--- config.mk ---
export PLATFORM = sky130hd
export DESIGN_NAME = mem_port_arbiter_flat
export DESIGN_NICKNAME = d
export VERILOG_FILES = /design/src/rtl/mem_port_arbiter_if.sv /design/src/rtl/mem_port_arbiter.sv /design/src/flat_wrapper.sv
export SDC_FILE = /design/constraint.sdc
export NUM_CORES = 1
export LEC_CHECK = 0
export ABC_AREA = 1
export BUFFER_PORTS_ARGS = -buffer_cell sky130_fd_sc_hd__clkbuf_2
export CAP_MARGIN = 10
export CELL_PAD_IN_SITES_DETAIL_PLACEMENT = 2
export CELL_PAD_IN_SITES_GLOBAL_PLACEMENT = 2
export CORE_MARGIN = 2
export CORE_UTILIZATION = 10
export DETAILED_ROUTE_END_ITERATION = 8
export MAX_ROUTING_LAYER = met4
export PLACE_DENSITY = 0.86
export SLEW_MARGIN = 5
export SYNTH_ARGS = -nofsm -noshare
export SYNTH_HDL_FRONTEND = slang
export SYNTH_SLANG_ARGS = --single-unit
--- constraint.sdc ---
create_clock -name clk -period 0.8 [get_ports clk]
set_input_delay 0.08 -clock clk [delete_from_list [all_inputs] [get_ports clk]]
set_output_delay 0.08 -clock clk [all_outputs]
set_load 0.02 [all_outputs]
--- src/rtl/mem_port_arbiter_if.sv ---
// Fetch/data request ports and single-port RAM bus shared by mem_port_arbiter.
// Modports: slave = arbiter side, master = core requesters plus RAM model.
interface mem_port_arbiter_if #(
    parameter int AW = 32,
    parameter int DW = 32
);
    logic            if_req;
    logic [AW-1:0]   if_addr;
    logic            if_gnt;
    logic            if_rvalid;
    logic [DW-1:0]   if_rdata;
    logic            if_stall;

    logic            d_req;
    logic            d_we;
    logic [DW/8-1:0] d_be;
    logic [AW-1:0]   d_addr;
    logic [DW-1:0]   d_wdata;
    logic            d_gnt;
    logic            d_rvalid;
    logic [DW-1:0]   d_rdata;

    logic            ram_en;
    logic [DW/8-1:0] ram_we;
    logic [AW-1:0]   ram_addr;
    logic [DW-1:0]   ram_wdata;
    logic [DW-1:0]   ram_rdata;

    modport slave (
        input  if_req, if_addr,
        output if_gnt, if_rvalid, if_rdata, if_stall,
        input  d_req, d_we, d_be, d_addr, d_wdata,
        output d_gnt, d_rvalid, d_rdata,
        output ram_en, ram_we, ram_addr, ram_wdata,
        input  ram_rdata
    );

    modport master (
        output if_req, if_addr,
        input  if_gnt, if_rvalid, if_rdata, if_stall,
        output d_req, d_we, d_be, d_addr, d_wdata,
        input  d_gnt, d_rvalid, d_rdata,
        input  ram_en, ram_we, ram_addr, ram_wdata,
        output ram_rdata
    );
endinterface

--- src/rtl/mem_port_arbiter.sv ---
// Arbitrates one single-port sync RAM between fetch and load/store ports.
// Ports: clk, rst (sync, active-low), bus (mem_port_arbiter_if.slave).
// Optional MEM_ARB_FAIR_EN: fetch gets a turn after STARVE_MAX data grants.
module mem_port_arbiter #(
    parameter int AW         = 32,
    parameter int DW         = 32,
    parameter int STARVE_MAX = 3
) (
    input logic                clk,
    input logic                rst,
    mem_port_arbiter_if.slave  bus
);

    if (DW % 8 != 0) begin : g_dw_chk
        $error("DW must be a multiple of 8");
    end
    if (STARVE_MAX < 1 || STARVE_MAX > 15) begin : g_sm_chk
        $error("STARVE_MAX must be in 1..15");
    end

    typedef enum logic [1:0] {
        OWN_NONE,
        OWN_IF,
        OWN_D
    } owner_e;

    owner_e owner;
    logic   both;
    logic   pick_if;
    logic   pick_d;

    assign both = bus.if_req & bus.d_req;

`ifdef MEM_ARB_FAIR_EN
    logic [3:0] starve_cnt;
    logic       fair_turn;

    assign fair_turn = both & (starve_cnt == 4'(STARVE_MAX));
    assign pick_if   = rst & bus.if_req & (~bus.d_req | fair_turn);

    always_ff @(posedge clk) begin
        if (!rst || pick_if || !bus.if_req)
            starve_cnt <= 4'd0;
        else if (both && pick_d)
            starve_cnt <= starve_cnt + 4'd1;
    end
`else
    assign pick_if = rst & bus.if_req & ~bus.d_req;
`endif

    assign pick_d = rst & bus.d_req & ~pick_if;

    assign bus.if_gnt    = pick_if;
    assign bus.d_gnt     = pick_d;
    assign bus.if_stall  = bus.if_req & ~pick_if;

    assign bus.ram_en    = pick_if | pick_d;
    assign bus.ram_we    = (pick_d & bus.d_we) ? bus.d_be : '0;
    assign bus.ram_addr  = pick_if ? bus.if_addr : bus.d_addr;
    assign bus.ram_wdata = bus.d_wdata;

    // Gating with rst drops a return whose grant preceded reset.
    assign bus.if_rvalid = rst & (owner == OWN_IF);
    assign bus.d_rvalid  = rst & (owner == OWN_D);
    assign bus.if_rdata  = bus.ram_rdata;
    assign bus.d_rdata   = bus.ram_rdata;

    always_ff @(posedge clk) begin
        if (!rst) begin
            owner <= OWN_NONE;
        end else begin
            unique case (1'b1)
                pick_if:             owner <= OWN_IF;
                pick_d & ~bus.d_we:  owner <= OWN_D;
                default:             owner <= OWN_NONE;
            endcase
        end
    end

endmodule

--- src/flat_wrapper.sv ---
// flat-port wrapper written by rule: the top's interface ports become plain ports
module mem_port_arbiter_flat 
#(
    parameter int AW         = 32,
    parameter int DW         = 32,
    parameter int STARVE_MAX = 3
)
  (clk, rst, bus_if_req, bus_if_addr, bus_if_gnt, bus_if_rvalid, bus_if_rdata, bus_if_stall, bus_d_req, bus_d_we, bus_d_be, bus_d_addr, bus_d_wdata, bus_d_gnt, bus_d_rvalid, bus_d_rdata, bus_ram_en, bus_ram_we, bus_ram_addr, bus_ram_wdata, bus_ram_rdata);
  mem_port_arbiter_if #(.AW(AW), .DW(DW)) bus_i ();
  input logic clk;
  input logic rst;
  input wire logic [$bits(bus_i.if_req)-1:0] bus_if_req;
  input wire logic [$bits(bus_i.if_addr)-1:0] bus_if_addr;
  output wire logic [$bits(bus_i.if_gnt)-1:0] bus_if_gnt;
  output wire logic [$bits(bus_i.if_rvalid)-1:0] bus_if_rvalid;
  output wire logic [$bits(bus_i.if_rdata)-1:0] bus_if_rdata;
  output wire logic [$bits(bus_i.if_stall)-1:0] bus_if_stall;
  input wire logic [$bits(bus_i.d_req)-1:0] bus_d_req;
  input wire logic [$bits(bus_i.d_we)-1:0] bus_d_we;
  input wire logic [$bits(bus_i.d_be)-1:0] bus_d_be;
  input wire logic [$bits(bus_i.d_addr)-1:0] bus_d_addr;
  input wire logic [$bits(bus_i.d_wdata)-1:0] bus_d_wdata;
  output wire logic [$bits(bus_i.d_gnt)-1:0] bus_d_gnt;
  output wire logic [$bits(bus_i.d_rvalid)-1:0] bus_d_rvalid;
  output wire logic [$bits(bus_i.d_rdata)-1:0] bus_d_rdata;
  output wire logic [$bits(bus_i.ram_en)-1:0] bus_ram_en;
  output wire logic [$bits(bus_i.ram_we)-1:0] bus_ram_we;
  output wire logic [$bits(bus_i.ram_addr)-1:0] bus_ram_addr;
  output wire logic [$bits(bus_i.ram_wdata)-1:0] bus_ram_wdata;
  input wire logic [$bits(bus_i.ram_rdata)-1:0] bus_ram_rdata;
  assign bus_i.if_req = bus_if_req;
  assign bus_i.if_addr = bus_if_addr;
  assign bus_if_gnt = bus_i.if_gnt;
  assign bus_if_rvalid = bus_i.if_rvalid;
  assign bus_if_rdata = bus_i.if_rdata;
  assign bus_if_stall = bus_i.if_stall;
  assign bus_i.d_req = bus_d_req;
  assign bus_i.d_we = bus_d_we;
  assign bus_i.d_be = bus_d_be;
  assign bus_i.d_addr = bus_d_addr;
  assign bus_i.d_wdata = bus_d_wdata;
  assign bus_d_gnt = bus_i.d_gnt;
  assign bus_d_rvalid = bus_i.d_rvalid;
  assign bus_d_rdata = bus_i.d_rdata;
  assign bus_ram_en = bus_i.ram_en;
  assign bus_ram_we = bus_i.ram_we;
  assign bus_ram_addr = bus_i.ram_addr;
  assign bus_ram_wdata = bus_i.ram_wdata;
  assign bus_i.ram_rdata = bus_ram_rdata;
  mem_port_arbiter #(.AW(AW), .DW(DW), .STARVE_MAX(STARVE_MAX)) u_core (.clk(clk), .rst(rst), .bus(bus_i));
endmodule
# Yosys cells after proc, flatten, opt, wreduce, memory -nomap -nowiden
# Index checks and enable logic that the tools add are counted.
# classes
n_eq_ne	2
mux	3
n_bitwise	13
# ops
operator	count
2-to-1 mux 32 bit	1
bitwise AND 1 bit	9
2-to-1 mux 4 bit	1
one-hot mux 2 bit (2 select lines)	1
inverter 1 bit	3
equality test 2 x 1 -> 1 bit, second input constant	1
equality test 2 bit, second input constant	1
bitwise OR 1 bit	1
# totals
register_bits	2
inputBits	137
output_inout_bits	138
wordCells	19

# Longest topological paths before layout
# depth
word_depth	6
ltp_mapped	5
ltp_nobuf	4

# Worst setup path before layout
# No wires, ideal clock.
# synth_timing
path_type	input to output
start	in rst
end	out bus_ram_we[0]
arrival_time_ps	883
required_ps	720
setup_slack_ps	-163
cell_stages	5
path_buffers	1
cell_sequence	buf_4 -> nand2_1 -> inv_1 -> nand2_1 -> nor2_1
# synth_via
elab_chain_len	6
word_cells_on_any_way	7
cone_classes	mux: 1; bitwise: 6
# synth_lines
item	line_no	rtl
start: declaration	flat_wrapper.sv:11	input logic rst;
bitwise AND 1 bit (2 in a row)	mem_port_arbiter.sv:48	assign pick_if = rst & bus.if_req & ~bus.d_req;
inverter 1 bit	mem_port_arbiter.sv:51	assign pick_d = rst & bus.d_req & ~pick_if;
bitwise AND 1 bit (*)	mem_port_arbiter.sv:51	
named net bus_d_gnt	flat_wrapper.sv:23	output wire logic [$bits(bus_i.d_gnt)-1:0] bus_d_gnt;
bitwise AND 1 bit (*)	mem_port_arbiter.sv:58	assign bus.ram_we = (pick_d & bus.d_we) ? bus.d_be : '0;
2-to-1 mux 4 bit (*)	mem_port_arbiter.sv:58	
end: declaration	flat_wrapper.sv:27	output wire logic [$bits(bus_i.ram_we)-1:0] bus_ram_we;
# The timed path passes the listed nets; every way through them passes the cells marked *.

# Worst setup path after layout
# layout_timing
start	in bus_d_req
end	out bus_ram_addr[26]
# layout_via
elab_chain_len	3
# layout_lines
item	line_no	rtl
start: declaration	flat_wrapper.sv:18	input wire logic [$bits(bus_i.d_req)-1:0] bus_d_req;
inverter 1 bit	mem_port_arbiter.sv:48	
bitwise AND 1 bit	mem_port_arbiter.sv:48	
2-to-1 mux 32 bit	mem_port_arbiter.sv:59	assign bus.ram_addr = pick_if ? bus.if_addr : bus.d_addr;
end: declaration	flat_wrapper.sv:28	output wire logic [$bits(bus_i.ram_addr)-1:0] bus_ram_addr;
# No other way between the ends.

==> impl_metrics.py <==
metrics = {
    "clock_network": {
        "cts.sinks": 2,
        "htreeDepth": 1,
        "cts_root_buf": "clkbuf_16",
        "cts_buffers": 3,
        "clockBufferDepth": 2,
        "cts_hold_buf": 0,
        "clk_pin_slew_ps": 30,
        "cts_tree": "yes",
    },
    "grt": {
        "first_global_vias": 1535,
        "gr-usage-all-layers_pct": 7.75,
        "grt_antenna_before_repair": 0,
        "grt_max_degree": 23,
        "grt_pass1_wl_um": 8340,
        "grt_overflow_total": 0,
    },
    "final_layout": {
        "largest-register": "u_core.owner",
        "largest_register_ffs": 2,
        "final_common_cell": "clkbuf_2",
        "syn_to_final_growth_pct": 38.5,
        "n_antenna_cell": 0,
        "reg_top3": "u_core.owner (2)",
        "nets": 391,
        "stdcell_count": 432,
        "design_area_mm2": 0.00194,
        "drive_gt1_share_pct": 59.1,
        "final_cell_mix": "clkbuf_2, nand2_1, nand4_1",
    },
    "detailed_routing": {
        "routed_via_density": 3.46,
        "num_vias": 1496,
        "top_layer_used": "met4",
        "ant_nets": 0,
        "wl_met2_um": 3410,
        "post_drt_wl_per_cell_um": 13.9,
        "met1_length_um": 1920,
        "wl_met3_um": 466,
        "drc_errors": 0,
        "drtIter0Drc": 4,
        "wirelength_um": 6020,
        "first_pass_iters": 2,
    },
    "place": {
        "io_buffers": 114,
        "place_congestion": 0.739,
        "dp_hpwl_um": 4550,
        "place_area_mm2": 0.00157,
        "dp.cells": 427,
    },
    "yosys": {
        "ys_types": 10,
        "netlist_instances": 231,
        "yosysWarningCount": 0,
        "yosysSeqAreaShare_pct": 2.86,
        "syn_avg_cell_area_um2": 6.05,
        "synthesis.area_mm2": 0.00140,
        "synth_fp_nets": 368,
        "synth_seq_cells": 2,
    },
    "die": {
        "rows": 43,
        "initial_utilization_pct": 10.1,
        "io_pins": 275,
        "core_region_area_mm2": 0.0138,
        "die_h_um": 122,
        "dieArea_mm2": 0.0149,
        "die-width_um": 122,
    },
    "outcome": {
        "outcome": "finished, violations left",
        "violations": "negative setup slack",
    },
    "timing": {
        "min_period_over_period_pct": 115,
        "max_slew_margin_pct": 90.7,
        "setup_viol": 38,
        "worst_pin_slew_ps": 140,
        "fin_ws_ps": -118,
        "rsz0062_at_grt": "yes",
        "fmax_mhz": 1090,
        "hold_violations": 0,
        "slew_violations": 0,
        "min_period_ps": 918,
    },
    "power_and_ir_drop": {
        "p_per_area_mw_per_mm2": 994,
        "ir_worst_vdd_mv": 0.271,
        "p_leak_nw": 1.06,
    },
    "critical_path": {
        "cp.arrival_ps": 840,
        "crit_path_start_kind": "primary input",
        "cp.required_ps": 720,
        "crit_path_end_kind": "output pin",
        "path_max_fanout": 18,
        "path_class": "primary input to output pin",
    },
    "run": {
        "max_cap_violations": 0,
    },
    "min_path": {
        "min_path_type": "primary input to flip-flop",
    },
}
==> synthesized netlist by cell type <==
| cell type | count | area (µm²) |
|---|---|---|
| buf_4 | 99 | 743 |
| inv_2 | 1 | 3.75 |
| dfxtp_1 | 2 | 40.0 |
| nand3_4 | 1 | 17.5 |
| buf_2 | 8 | 40.0 |
| buf_6 | 3 | 33.8 |
| nand2_1 | 69 | 259 |
| inv_1 | 8 | 30.0 |
| nor2_1 | 8 | 30.0 |
| nand4_1 | 32 | 200 |
==> worst paths after layout <==
| path | startpoint | endpoint | slack [ps] | cells past startpoint |
|---|---|---|---|---|
| worst min-delay path | bus_d_we | u_core.owner[1]$_SDFF_PN0_ | 120 | 2 |
| worst max-delay path | bus_d_req | bus_ram_addr[26] | -120 | 7 |
==> stage by stage <==
step	total power (W)	utilization (%)	hold slack, ps	setup TNS (ps)	setup WS (ps)
floorplan	0.00126	-	152	0	3.29
global placement	0.000980	11.4	160	-6590	-200
detailed placement	0.00100	11.4	160	-7070	-228
CTS	0.00194	14.0	110	-3800	-169
global route	0.00203	14.1	126	-4940	-169
finish	0.00192	14.1	121	-3160	-118
==> what timing repair did <==
action | 4_1_cts | 5_1_grt
endpoints found under the setup margin | 42 | 42
buffers inserted | 1 | 0
pin swaps | 4 | 2
cloned | 2 | 0
resized for setup | 53 | 43
==> report_power, final <==
part | internal [W] | switching (W)
Sequential | 0.000105 | 0.00000214
Clock | 0.000637 | 0.000124
Combinational | 0.000491 | 0.000565
Total | 0.00123 | 0.000691
==> layer usage <==
layer | vias to the layer above | global-route usage, %
li1 | 685 | -
met1 | 706 | 7.04
met2 | 69 | 15.2
met3 | 36 | 0.929
met4 | 0 | 4.74
met5 | - | -
==> cell families (layout without fill, tap and decap cells) <==
group                  Yosys count  count (layout)  synth area share (%)
buffers and inverters          119             140                  60.9
flip-flops                       2               2                  2.86
AND/OR/NAND/NOR                110             110                  36.3
==> critical path, stage by stage <==
cell and delay, ps:
clkbuf_16 140, inv_12 70, nand3_4 80, buf_12 170
nand2_1 80, nand2_2 60, clkbuf_8 150
==> area by class of cell <==
type                            instances  area, µm²
Clock buffer                            3       75.1
Fill cell                            1682      11800
Inverter                                9       48.8
Multi-Input combinational cell        110        576
Sequential cell                         2       42.5
Tap cell                              180        225
Timing Repair Buffer                  128        968
(Power assumes the default switching activity.)
